--- config.mk ---
export PLATFORM = sky130hd
export DESIGN_NAME = aes_inv_key_expand
export DESIGN_NICKNAME = d
export VERILOG_FILES = /design/src/rtl/aes_inv_key_expand.sv
export SDC_FILE = /design/constraint.sdc
export NUM_CORES = 1
export LEC_CHECK = 0
export ABC_AREA = 1
export BUFFER_PORTS_ARGS = -buffer_cell sky130_fd_sc_hd__clkbuf_2
export CORE_ASPECT_RATIO = 0.8
export CORE_MARGIN = 1
export CORE_UTILIZATION = 35
export CTS_BUF_LIST = sky130_fd_sc_hd__clkbuf_8
export DETAILED_ROUTE_END_ITERATION = 6
export HOLD_SLACK_MARGIN = 0.03
export PLACE_DENSITY_LB_ADDON = 0.3
export SKIP_CTS_REPAIR_TIMING = 1
export SLEW_MARGIN = 20
export SYNTH_ARGS = -nofsm -noshare
export SYNTH_HDL_FRONTEND = slang
export SYNTH_SLANG_ARGS = --single-unit
--- constraint.sdc ---
create_clock -name clk -period 3.8 [get_ports clk]
set_clock_uncertainty 0.05 [all_clocks]
set_input_delay 0.76 -clock clk [delete_from_list [all_inputs] [get_ports clk]]
set_output_delay 0.76 -clock clk [all_outputs]
set_load 0.05 [all_outputs]
--- src/rtl/aes_inv_key_expand.sv ---
// ============================================================================
// Module   : aes_inv_key_expand
// Purpose  : Iterative AES-128 reverse key schedule. Loads the round-10 key
//            and emits round keys 10 down to 0, one per valid/ready transfer.
//            Each step derives the previous round key using a single S-box
//            word (RotWord before SubWord) plus XORs.
//            Optional macro INVKEY_STORE_EN adds an 11-entry key store with
//            a registered read port (rd_round -> rd_key).
// Revision : 1.0 - initial release
// ============================================================================
`default_nettype none

// Four-byte AES S-box word substitution (purely combinational).
module aes_sbox_word (
    input  logic [31:0] word,
    output logic [31:0] sub_word
);
    localparam logic [7:0] c_SBOX [256] = '{
        8'h63, 8'h7c, 8'h77, 8'h7b, 8'hf2, 8'h6b, 8'h6f, 8'hc5, 8'h30, 8'h01, 8'h67, 8'h2b, 8'hfe, 8'hd7, 8'hab, 8'h76,
        8'hca, 8'h82, 8'hc9, 8'h7d, 8'hfa, 8'h59, 8'h47, 8'hf0, 8'had, 8'hd4, 8'ha2, 8'haf, 8'h9c, 8'ha4, 8'h72, 8'hc0,
        8'hb7, 8'hfd, 8'h93, 8'h26, 8'h36, 8'h3f, 8'hf7, 8'hcc, 8'h34, 8'ha5, 8'he5, 8'hf1, 8'h71, 8'hd8, 8'h31, 8'h15,
        8'h04, 8'hc7, 8'h23, 8'hc3, 8'h18, 8'h96, 8'h05, 8'h9a, 8'h07, 8'h12, 8'h80, 8'he2, 8'heb, 8'h27, 8'hb2, 8'h75,
        8'h09, 8'h83, 8'h2c, 8'h1a, 8'h1b, 8'h6e, 8'h5a, 8'ha0, 8'h52, 8'h3b, 8'hd6, 8'hb3, 8'h29, 8'he3, 8'h2f, 8'h84,
        8'h53, 8'hd1, 8'h00, 8'hed, 8'h20, 8'hfc, 8'hb1, 8'h5b, 8'h6a, 8'hcb, 8'hbe, 8'h39, 8'h4a, 8'h4c, 8'h58, 8'hcf,
        8'hd0, 8'hef, 8'haa, 8'hfb, 8'h43, 8'h4d, 8'h33, 8'h85, 8'h45, 8'hf9, 8'h02, 8'h7f, 8'h50, 8'h3c, 8'h9f, 8'ha8,
        8'h51, 8'ha3, 8'h40, 8'h8f, 8'h92, 8'h9d, 8'h38, 8'hf5, 8'hbc, 8'hb6, 8'hda, 8'h21, 8'h10, 8'hff, 8'hf3, 8'hd2,
        8'hcd, 8'h0c, 8'h13, 8'hec, 8'h5f, 8'h97, 8'h44, 8'h17, 8'hc4, 8'ha7, 8'h7e, 8'h3d, 8'h64, 8'h5d, 8'h19, 8'h73,
        8'h60, 8'h81, 8'h4f, 8'hdc, 8'h22, 8'h2a, 8'h90, 8'h88, 8'h46, 8'hee, 8'hb8, 8'h14, 8'hde, 8'h5e, 8'h0b, 8'hdb,
        8'he0, 8'h32, 8'h3a, 8'h0a, 8'h49, 8'h06, 8'h24, 8'h5c, 8'hc2, 8'hd3, 8'hac, 8'h62, 8'h91, 8'h95, 8'he4, 8'h79,
        8'he7, 8'hc8, 8'h37, 8'h6d, 8'h8d, 8'hd5, 8'h4e, 8'ha9, 8'h6c, 8'h56, 8'hf4, 8'hea, 8'h65, 8'h7a, 8'hae, 8'h08,
        8'hba, 8'h78, 8'h25, 8'h2e, 8'h1c, 8'ha6, 8'hb4, 8'hc6, 8'he8, 8'hdd, 8'h74, 8'h1f, 8'h4b, 8'hbd, 8'h8b, 8'h8a,
        8'h70, 8'h3e, 8'hb5, 8'h66, 8'h48, 8'h03, 8'hf6, 8'h0e, 8'h61, 8'h35, 8'h57, 8'hb9, 8'h86, 8'hc1, 8'h1d, 8'h9e,
        8'he1, 8'hf8, 8'h98, 8'h11, 8'h69, 8'hd9, 8'h8e, 8'h94, 8'h9b, 8'h1e, 8'h87, 8'he9, 8'hce, 8'h55, 8'h28, 8'hdf,
        8'h8c, 8'ha1, 8'h89, 8'h0d, 8'hbf, 8'he6, 8'h42, 8'h68, 8'h41, 8'h99, 8'h2d, 8'h0f, 8'hb0, 8'h54, 8'hbb, 8'h16
    };

    // One table lookup per byte lane
    for (genvar i = 0; i < 4; i++) begin : g_byte
        assign sub_word[8*i +: 8] = c_SBOX[word[8*i +: 8]];
    end
endmodule

module aes_inv_key_expand (
    input  logic         clk,
    input  logic         rst,
    input  logic         start,
    input  logic [127:0] key_last,
    output logic         busy,
    output logic         rk_valid,
    input  logic         rk_ready,
    output logic [3:0]   rk_round,
    output logic [127:0] rk_out,
    output logic         done,
    input  logic [3:0]   rd_round,
    output logic [127:0] rd_key
);
    typedef enum logic [0:0] {
        ST_IDLE = 1'b0,
        ST_EMIT = 1'b1
    } state_t;

    state_t         r_state;
    logic [127:0]   r_key;
    logic [3:0]     r_round;
    logic           r_valid;
    logic           r_busy;
    logic           r_done;

    logic           w_accept;
    logic           w_xfer;
    logic [31:0]    w_k0, w_k1, w_k2, w_k3;
    logic [31:0]    w_p0, w_p1, w_p2, w_p3;
    logic [31:0]    w_rot;
    logic [31:0]    w_sub;
    logic [7:0]     w_rcon;
    logic [127:0]   w_prev_key;

    // A start coinciding with the done pulse is deliberately not accepted
    assign w_accept = (r_state == ST_IDLE) && start && !r_done;
    assign w_xfer   = (r_state == ST_EMIT) && rk_ready;

    assign {w_k0, w_k1, w_k2, w_k3} = r_key;

    // Undo the forward-schedule XOR chain; only p0 needs the non-linear word
    assign w_p3  = w_k3 ^ w_k2;
    assign w_p2  = w_k2 ^ w_k1;
    assign w_p1  = w_k1 ^ w_k0;
    assign w_rot = {w_p3[23:0], w_p3[31:24]};

    aes_sbox_word u_sbox (
        .word     (w_rot),
        .sub_word (w_sub)
    );

    // Round-constant ROM indexed by the current round number
    always_comb begin
        w_rcon = 8'h00;
        case (r_round)
            4'd1:    w_rcon = 8'h01;
            4'd2:    w_rcon = 8'h02;
            4'd3:    w_rcon = 8'h04;
            4'd4:    w_rcon = 8'h08;
            4'd5:    w_rcon = 8'h10;
            4'd6:    w_rcon = 8'h20;
            4'd7:    w_rcon = 8'h40;
            4'd8:    w_rcon = 8'h80;
            4'd9:    w_rcon = 8'h1b;
            4'd10:   w_rcon = 8'h36;
            default: w_rcon = 8'h00;
        endcase
    end

    assign w_p0       = w_k0 ^ w_sub ^ {w_rcon, 24'h0};
    assign w_prev_key = {w_p0, w_p1, w_p2, w_p3};

    // Control FSM with registered outputs; key register steps back one round per transfer
    always_ff @(posedge clk) begin
        if (rst) begin
            r_state <= ST_IDLE;
            r_key   <= '0;
            r_round <= '0;
            r_valid <= 1'b0;
            r_busy  <= 1'b0;
            r_done  <= 1'b0;
        end else begin
            r_done <= 1'b0;
            case (r_state)
                ST_IDLE: begin
                    if (w_accept) begin
                        r_key   <= key_last;
                        r_round <= 4'd10;
                        r_valid <= 1'b1;
                        r_busy  <= 1'b1;
                        r_state <= ST_EMIT;
                    end
                end
                ST_EMIT: begin
                    if (w_xfer) begin
                        if (r_round != 4'd0) begin
                            r_key   <= w_prev_key;
                            r_round <= r_round - 4'd1;
                        end else begin
                            r_valid <= 1'b0;
                            r_busy  <= 1'b0;
                            r_done  <= 1'b1;
                            r_state <= ST_IDLE;
                        end
                    end
                end
                default: r_state <= ST_IDLE;
            endcase
        end
    end

    assign busy     = r_busy;
    assign rk_valid = r_valid;
    assign rk_round = r_round;
    assign rk_out   = r_key;
    assign done     = r_done;

`ifdef INVKEY_STORE_EN
    logic [127:0] r_store [11];
    logic [10:0]  r_stored;
    logic [127:0] r_rd_key;

    // Capture each emitted key at its transfer; the payload needs no reset
    always_ff @(posedge clk) begin
        if (w_xfer) begin
            r_store[r_round] <= r_key;
        end
    end

    // Per-entry valid bits plus registered read port
    always_ff @(posedge clk) begin
        if (rst) begin
            r_stored <= '0;
            r_rd_key <= '0;
        end else begin
            if (w_accept) begin
                r_stored <= '0;
            end else if (w_xfer) begin
                r_stored[r_round] <= 1'b1;
            end
            if ((rd_round <= 4'd10) && r_stored[rd_round]) begin
                r_rd_key <= r_store[rd_round];
            end else begin
                r_rd_key <= '0;
            end
        end
    end

    assign rd_key = r_rd_key;
`else
    logic w_unused_rd;

    assign w_unused_rd = ^rd_round;
    assign rd_key      = '0;
`endif

endmodule

`default_nettype wire

* Yosys cells after proc, flatten, opt, wreduce, memory -nomap -nowiden
Memories as Yosys holds them, arrays and structs flattened. A register that Yosys moved wholly into a read port is not among the register bits. Cells that the tools add are included.
Operators by class: muxes and demuxes 27, bitwise operators 11, reductions and logical operators 8, add/subtract/negate cells 1, equality and inequality tests 4, $lt $le $gt $ge 4
Operator list (count):
- two-way mux 128 bit | 3
- one-hot mux 128 bit (2 select lines) | 1
- XOR 32 bit | 5
- two-way mux 8 bit | 8
- >= comparator 9 bit, second input constant | 4
- NOT 8 -> 9 bit | 4
- two-way mux 4 bit | 5
- one-hot mux 4 bit (2 select lines) | 1
- two-way mux 1 bit | 7
- AND reduction 3 bit | 2
- != test 2 x 1 -> 1 bit, second input constant | 2
- != test 2 bit, second input constant | 2
- one-hot mux 1 bit (2 select lines) | 2
- nonzero test 4 bit | 1
- subtractor 4 x 1 -> 4 bit, second input constant | 1
- logical AND 1 bit | 3
- OR reduction 3 bit | 1
- NOT 1 bit | 2
- logical NOT 1 bit | 1
Word-level totals: ROM bits 8320, word-level logic and storage cells 65, input port bits 136, bits in registers 135, output and inout bits 263, memories 5
Memory list:
- (name not given) | words 256, bits a word 8, read ports 1, clocked after memory_dff 0, wr ports 0, line 39 | assign sub_word[8*i +: 8] = c_SBOX[word[8*i +: 8]];
- (name not given) | words 256, bits a word 8, read ports 1, clocked after memory_dff 0, wr ports 0, line 39
- (name not given) | words 256, bits a word 8, read ports 1, clocked after memory_dff 0, wr ports 0, line 39
- (name not given) | words 256, bits a word 8, read ports 1, clocked after memory_dff 0, wr ports 0, line 39
- (name not given) | words 16, bits a word 8, read ports 1, clocked after memory_dff 1, wr ports 0, line 98 | case (r_round)

* Longest topological paths before layout
Gate-level depths: netlist of the first run.
depth in word-level cells 10, gate-level depth with buffers 19, depth with buffers taken out 19

* Cells and area by module
From an unflattened synthesis of the first run, not the netlist that was laid out.
Second synthesis, totals: cells, all modules 3688, area total of the unflattened synthesis 20238.2 sq um
By module, submodules not included:
- aes_sbox_word | area an instance 11538.6 sq um, seq. area each 0.0 sq um, cells each 2510, instances 1
- aes_inv_key_expand | area an instance 8699.6 sq um, seq. area each 2862.7 sq um, cells each 1178, instances 1

* Worst setup path before layout of the first run
OpenSTA, ideal clock, no wires.
path type reg-to-reg, start register r_key[49] (netlist: rk_out[49]), end register r_key[127] (netlist: rk_out[127]), cell stages (with the launch flop) 16, data arrival time 2.512 ns, buffers on the path 1, required time 3.618 ns, setup slack 1.106 ns, period minus slack after synthesis 2.694 ns, setup time 0.132 ns, path through dfxtp_1 inv_1 nand2_1 nand2_1 ha_1 nand3_1 buf_2 nand3_1 nand3_1 nand3_1 nand3_1 nand3_1 nand3b_1 nand3_1 nand2_1 a21oi_1
Between the ends: word-level cells in the longest chain between the ends 10
Ends and longest elaborated chain:
- start, declared | line 63 | logic [127:0] r_key;
- start signal, assigned | line 130 | r_key <= key_last;
- start signal, assigned | line 140 | r_key <= w_prev_key;
- XOR 32 bit | line 85 | assign w_p3 = w_k3 ^ w_k2;
- NOT 8 -> 9 bit (not written as such) | line 39
- memory read (256 x 8 bit)
- two-way mux 8 bit (not written as such) (2 in a row) | line 39
- XOR 32 bit (2 in a row) | line 113 | assign w_p0 = w_k0 ^ w_sub ^ {w_rcon, 24'h0};
- two-way mux 128 bit | line 139 | if (r_round != 4'd0) begin
- two-way mux 128 bit | line 138 | if (w_xfer) begin
- one-hot mux 128 bit (2 select lines) | line 127 | case (r_state)
No other way between the ends. The select of a mux whose other input is x is not followed. A chain may end at the register's enable or synchronous reset.

* Worst setup path in the final report of the first run
start register r_key[41] (netlist: rk_out[41]), end register r_key[113] (netlist: rk_out[113])
Same word-level chain as after synthesis.

==> impl_metrics.toml, run 1 <==
[run_status]
status = "finished with violations"
violations = "DRC"

[layout]
area_growth_syn_to_layout_pct = 11.1
multi_input_area_um2 = 14800
drive_gt1_frac = 0.135
regArea_um2 = 2870
final_cell_mix = "1036 x nand2_1, 993 x nand3_1, 265 x clkbuf_2"
utilization = 0.397
final_common_cell = "nand2_1"
fin_nets = 4003
num-fill-cells = 6408

[grt]
grt_max_degree = 83
antenna_found_initial = 1
grt_remaining_overflow = 0
grt.total_usage = 0.339
grt_pass1_vias = 24000
grt_pass1_wl_mm = 151

[cts]
cts-root-buf = "clkbuf_8"
clk_pin_slew_worst_paths_ns = 0.10
clock_latency_ns = 0.60
cts_max_level = 4
clockBufferDepth = 2
cts_made_buffers = 17
cts_sinks = 143
cts_tree = "yes"

[synthesis]
postSynth.asyncResetShare = 0
syn-cell-area_um2 = 20000
ys_ff_latch = 143
seq_area_frac_synth = 0.143
yosys.area.top_type = "nand3_1"
netlist-cell-type-count = 42
ys.flop_type = "dfxtp_1"
synth_top_area_frac = 0.249
postSynthCellCount = 3635
synth_area_per_cell_um2 = 5.49
yosys-top-cells-area = "nand3_1 25%, nand2_1 20%, dfxtp_1 14%, buf_4 5.1%, o21ai_0 4.9%"
ys_warn_count = 0
synth_edf_count = 0

[floorplan]
core_area_um2 = 55800
die_h_um = 216
initial_core_util = 0.358
ios = 399
chipWidth_um = 269
rows = 77
die_area_um2 = 58000

[power]
combPwrFrac = 0.759
total_power_mw = 13.6
power.switching_mw = 8.60
power_density_nw_per_um2 = 615
seqPwrFrac = 0.147
leakage_nw = 11.1
internal-power_mw = 5.03
swShare = 0.631
pwr-share-clk = 0.094
ir_drop_mv = 0.233

[setup_path]
worstPathCellList = "xor2_2 -> ha_1 -> nand2_1 -> nand2_1 -> o21ai_0 -> nand2_1 -> nand3_1 -> nand3_1 -> nand3_1 -> nand2_1 -> nand2_1 -> nand3_1 -> a21oi_1"
path_class = "register to register"
slowest_stage = "dfxtp_1"
cp-end-kind = "register"
worst_setup_path_start_kind = "register"
slowest_delay_ns = 0.60
crit_required_ns = 4.26
critPathArrivalTime_ns = 3.75
path_max_fanout = 10
r2r_cells = 13
path_common_cell = "nand2_1"

[run]
maxCapViolations = 0

[hold_path]
hold_path_depth = 3
hold_path.class = "input port to register"

[routing]
drtIter0Drc = 4233
vias = 26800
ant_nets = 0
wl_per_cell_um = 22.0
vias_per_cell = 5.86
drt-pass1-iter-count = 7
remaining_drc_errors = 1
wirelength_mm = 101

[timing]
fmax_mhz = 304
rsz0062_at_grt = "false"
period_share = 0.865
period_needed_ns = 3.29
tns_ns = 0
maxSlewViolCount = 0
slew_headroom = 0.242
hold_viol_final = 0
worst_pin_slew_ns = 1.14
setup_violations = 0

[place]
hpwl_mm = 73.9
port_buffers = 266
gp_congestion = 1.04
[kinds of logic after synthesis]
| family | synth area share |
|---|---|
| adder cells (fa/ha/maj) | 0.0370 |
| flip-flops | 0.143 |
| AO/OA/AOI/OAI | 0.137 |
| AND/OR/NAND/NOR | 0.517 |
| other | 0.000188 |
| XOR/XNOR | 0.0243 |
| buffers and inverters | 0.141 |
[flip-flops by register name (all words and copies together) (netlist names)]
signal / count
r_state: 1
done: 1
busy: 1
w_rcon: 8
rk_out: 128
rk_round: 4
[final timing paths]
path | start | endpoint | slack (ns)
hold reg to reg | rk_out[110] | rk_out[110] | 0.45
setup / recovery | rk_out[41] | rk_out[113] | 0.51
hold / removal | key_last[10] | rk_out[10] | 0.36
setup reg to reg | rk_out[41] | rk_out[113] | 0.51
[cells in the mapped netlist (26+ instances only)]
library cell  number
inv_1            201
a221oi_1          26
nand3_1          993
ha_1              59
buf_2             76
dfxtp_1          143
nor2_1           229
a31oi_1           40
o21ai_0          197
buf_4            136
nand2_1         1038
a21oi_1          111
clkbuf_1         133
o211ai_1          30
[worst max-delay path: cells and delay by family (launching register included)]
kind            cells  cell delay (ns)
simple gates        9             1.04
compound gates      2             0.62
flops               1             0.60
xor+xnor            1             0.52
fa+ha+maj           1             0.38
[through the flow]
stage          std cells  hold slack (ns)  setup slack, ns  cell area (um^2)
6_report            4572            0.355            0.513             22200
5_1_grt             4571            0.355            0.381             22200
4_1_cts             4570            0.309            0.578             22200
3_5_place_dp        4539            0.437            0.592             21800
3_3_place_gp        4539            0.438            0.605             21800
2_1_floorplan       3762            0.569             1.11             20400
[final cells by class]
class,instances,area share
antenna,2,0.000226
inverter,221,0.0376
clock buffer,17,0.0106
multi-input combinational,3034,0.669
tap,750,0.0423
clock inverter,14,0.00547
timing repair buffer,391,0.105
sequential,143,0.129
[per-layer routing]
layer | up-vias | global-route usage | wire [um]
met5 | - | 0 | 0
li1 | 12400 | - | -
met3 | 278 | 0.0794 | 11900
met1 | 12300 | 0.485 | 43500
met4 | 0 | 0.140 | 4240
met2 | 1801 | 0.481 | 41100
[power groups by stage]
stage,clock network [mW],logic [mW],registers (mW)
floorplan,0,6.36,2.53
global placement,0,10.1,2.03
detailed placement,0,9.93,2.03
CTS,1.32,9.97,2.00
global route,1.37,11.1,2.04
finish,1.28,10.3,2.00
No activity file was read; power rests on OpenSTA's default activity.
==> inputs of run 2 (changes only) <==
==> constraint.sdc (replaced) <==
create_clock -name clk -period 3.8 [get_ports clk]
set_clock_uncertainty 0.05 [all_clocks]
set_input_delay 0.38 -clock clk [delete_from_list [all_inputs] [get_ports clk]]
set_output_delay 0.38 -clock clk [all_outputs]
set_load 0.05 [all_outputs]
==> run 2 against run 1 <==
The flow now finishes without violations. Wire length decreased by 1.6%. Final cell count increased by 0.39%. Critical path depth increased by 1. Sequential share of layout area decreased by 0.14 points. Non-clock buffer count increased by 18.
==> impl_metrics.toml, run 2 (synthesized netlist as in run 1, its figures left out) <==
[run_status]
status = "complete, no violations"

[timing]
worst_pin_slew_ns = 0.903
fmax_mhz = 308
setup_violations = 0
maxSlewViolCount = 0
period_needed_ns = 3.25
hold_viol_final = 0
slew_headroom = 0.394
period_share = 0.855
tns_ns = 0
rsz0062_at_grt = "false"

[grt]
grt_pass1_vias = 23600
grt_pass1_wl_mm = 147
grt_max_degree = 105
grt_remaining_overflow = 0
antenna_found_initial = 0
grt.total_usage = 0.331

[power]
ir_drop_mv = 0.273
internal-power_mw = 5.05
power.switching_mw = 8.56
seqPwrFrac = 0.147
pwr-share-clk = 0.098
combPwrFrac = 0.755
swShare = 0.629
power_density_nw_per_um2 = 607
leakage_nw = 11.1

[cts]
clk_pin_slew_worst_paths_ns = 0.10
clock_latency_ns = 0.60
cts-root-buf = "clkbuf_8"
cts_sinks = 143
clockBufferDepth = 2
cts_max_level = 4
cts_tree = "yes"
cts_made_buffers = 17

[setup_path]
worstPathCellList = "xor2_4 -> ha_1 -> nand2_1 -> nand2_1 -> inv_1 -> nand2_1 -> nand3_1 -> nand3_1 -> nand3_1 -> nand3_1 -> nand2_1 -> nand2_1 -> nand3_1 -> a21oi_1"
path_buf_inv = 1
critPathArrivalTime_ns = 3.65
slowest_stage = "dfxtp_1"
crit_required_ns = 4.20
crit_family = "simple AND/OR/NAND/NOR gates"
cp-end-kind = "register"
slowest_delay_ns = 0.69
path_class = "register to register"
worst_setup_path_start_kind = "register"
path_max_fanout = 12

[layout]
area_growth_syn_to_layout_pct = 12.3
num-fill-cells = 6277
utilization = 0.402
final_cell_mix = "1036 x nand2_1, 993 x nand3_1, 265 x clkbuf_2"
multi_input_area_um2 = 14800
drive_gt1_frac = 0.133
fin_nets = 4021
largest_reg_flops = 128
final_common_cell = "nand2_1"
regArea_um2 = 2870

[floorplan]
rows = 77
ios = 399
die_area_um2 = 58000
chipWidth_um = 269
initial_core_util = 0.358
die_h_um = 216
core_area_um2 = 55800

[routing]
vias = 26800
wl_per_cell_um = 21.6
wirelength_mm = 99.1
drtIter0Drc = 4548
ant_nets = 0
remaining_drc_errors = 0
vias_per_cell = 5.84
drt-pass1-iter-count = 7

[run]
maxCapViolations = 0

[place]
hpwl_mm = 71.7
port_buffers = 266
gp_congestion = 1.07

[hold_path]
hold_path.class = "input port to register"
[run 2: changes by cell type in the layout (fill, tap and decap cells not counted), moves of 2 or more]
cell / before / now
inv_6: 3 / 5
dlygate4sd3_1: 0 / 28
buf_4: 121 / 110
xnor2_2: 15 / 13
[run 2: per-layer routing]
| metal | global-route usage | routed length (um) | vias up |
|---|---|---|---|
| li1 | - | - | 12400 |
| met1 | 0.469 | 41800 | 12300 |
| met2 | 0.462 | 40300 | 1840 |
| met3 | 0.0966 | 13200 | 252 |
| met4 | 0.133 | 3760 | 0 |
| met5 | 0 | 0 | - |
[run 2: worst min-delay path, stage by stage]
cell and delay, ns:
clkbuf_2 0.07, o21ai_0 0.13, a211oi_1 0.06
[run 2: power by group through the flow]
stage | Combinational, mW | Clock [mW] | Sequential (mW)
detailed placement | 9.80 | 0 | 2.04
global route | 11.0 | 1.43 | 2.03
finish | 10.3 | 1.33 | 2.01
floorplan | 6.36 | 0 | 2.53
global placement | 9.94 | 0 | 2.03
CTS | 9.83 | 1.37 | 2.00
[run 2: worst paths after layout]
kind | end | from | slack (ns) | cells after the start
worst max-delay path | rk_out[119] | rk_out[40] | 0.55 | 14
worst min-delay path | rk_out[89] | key_last[89] | 0.05 | 3
worst max register to register | rk_out[119] | rk_out[40] | 0.55 | 14
worst min register to register | busy | busy | 0.46 | 2
[run 2: final cells by class]
cell class	count	share of cell area
well taps	750	0.0419
multi-input cells	3034	0.662
clock inverters	14	0.00592
diodes	1	0.000112
inverters	221	0.0372
repair buffers	409	0.114
flip-flops and latches	143	0.128
clock buffers	18	0.0111
[run 2: stage by stage]
| stage | power (mW) | hold slack, ns | setup slack (ns) | area (um^2) | cells |
|---|---|---|---|---|---|
| finish | 13.6 | 0.0522 | 0.550 | 22400 | 4590 |
| detailed placement | 11.8 | 0.441 | 0.713 | 21700 | 4529 |
| global placement | 12.0 | 0.433 | 0.695 | 21700 | 4529 |
| global route | 14.5 | 0.0337 | 0.415 | 22400 | 4589 |
| CTS | 13.2 | -0.0875 | 0.697 | 22100 | 4561 |
| floorplan | 8.90 | 0.427 | 1.11 | 20400 | 3762 |
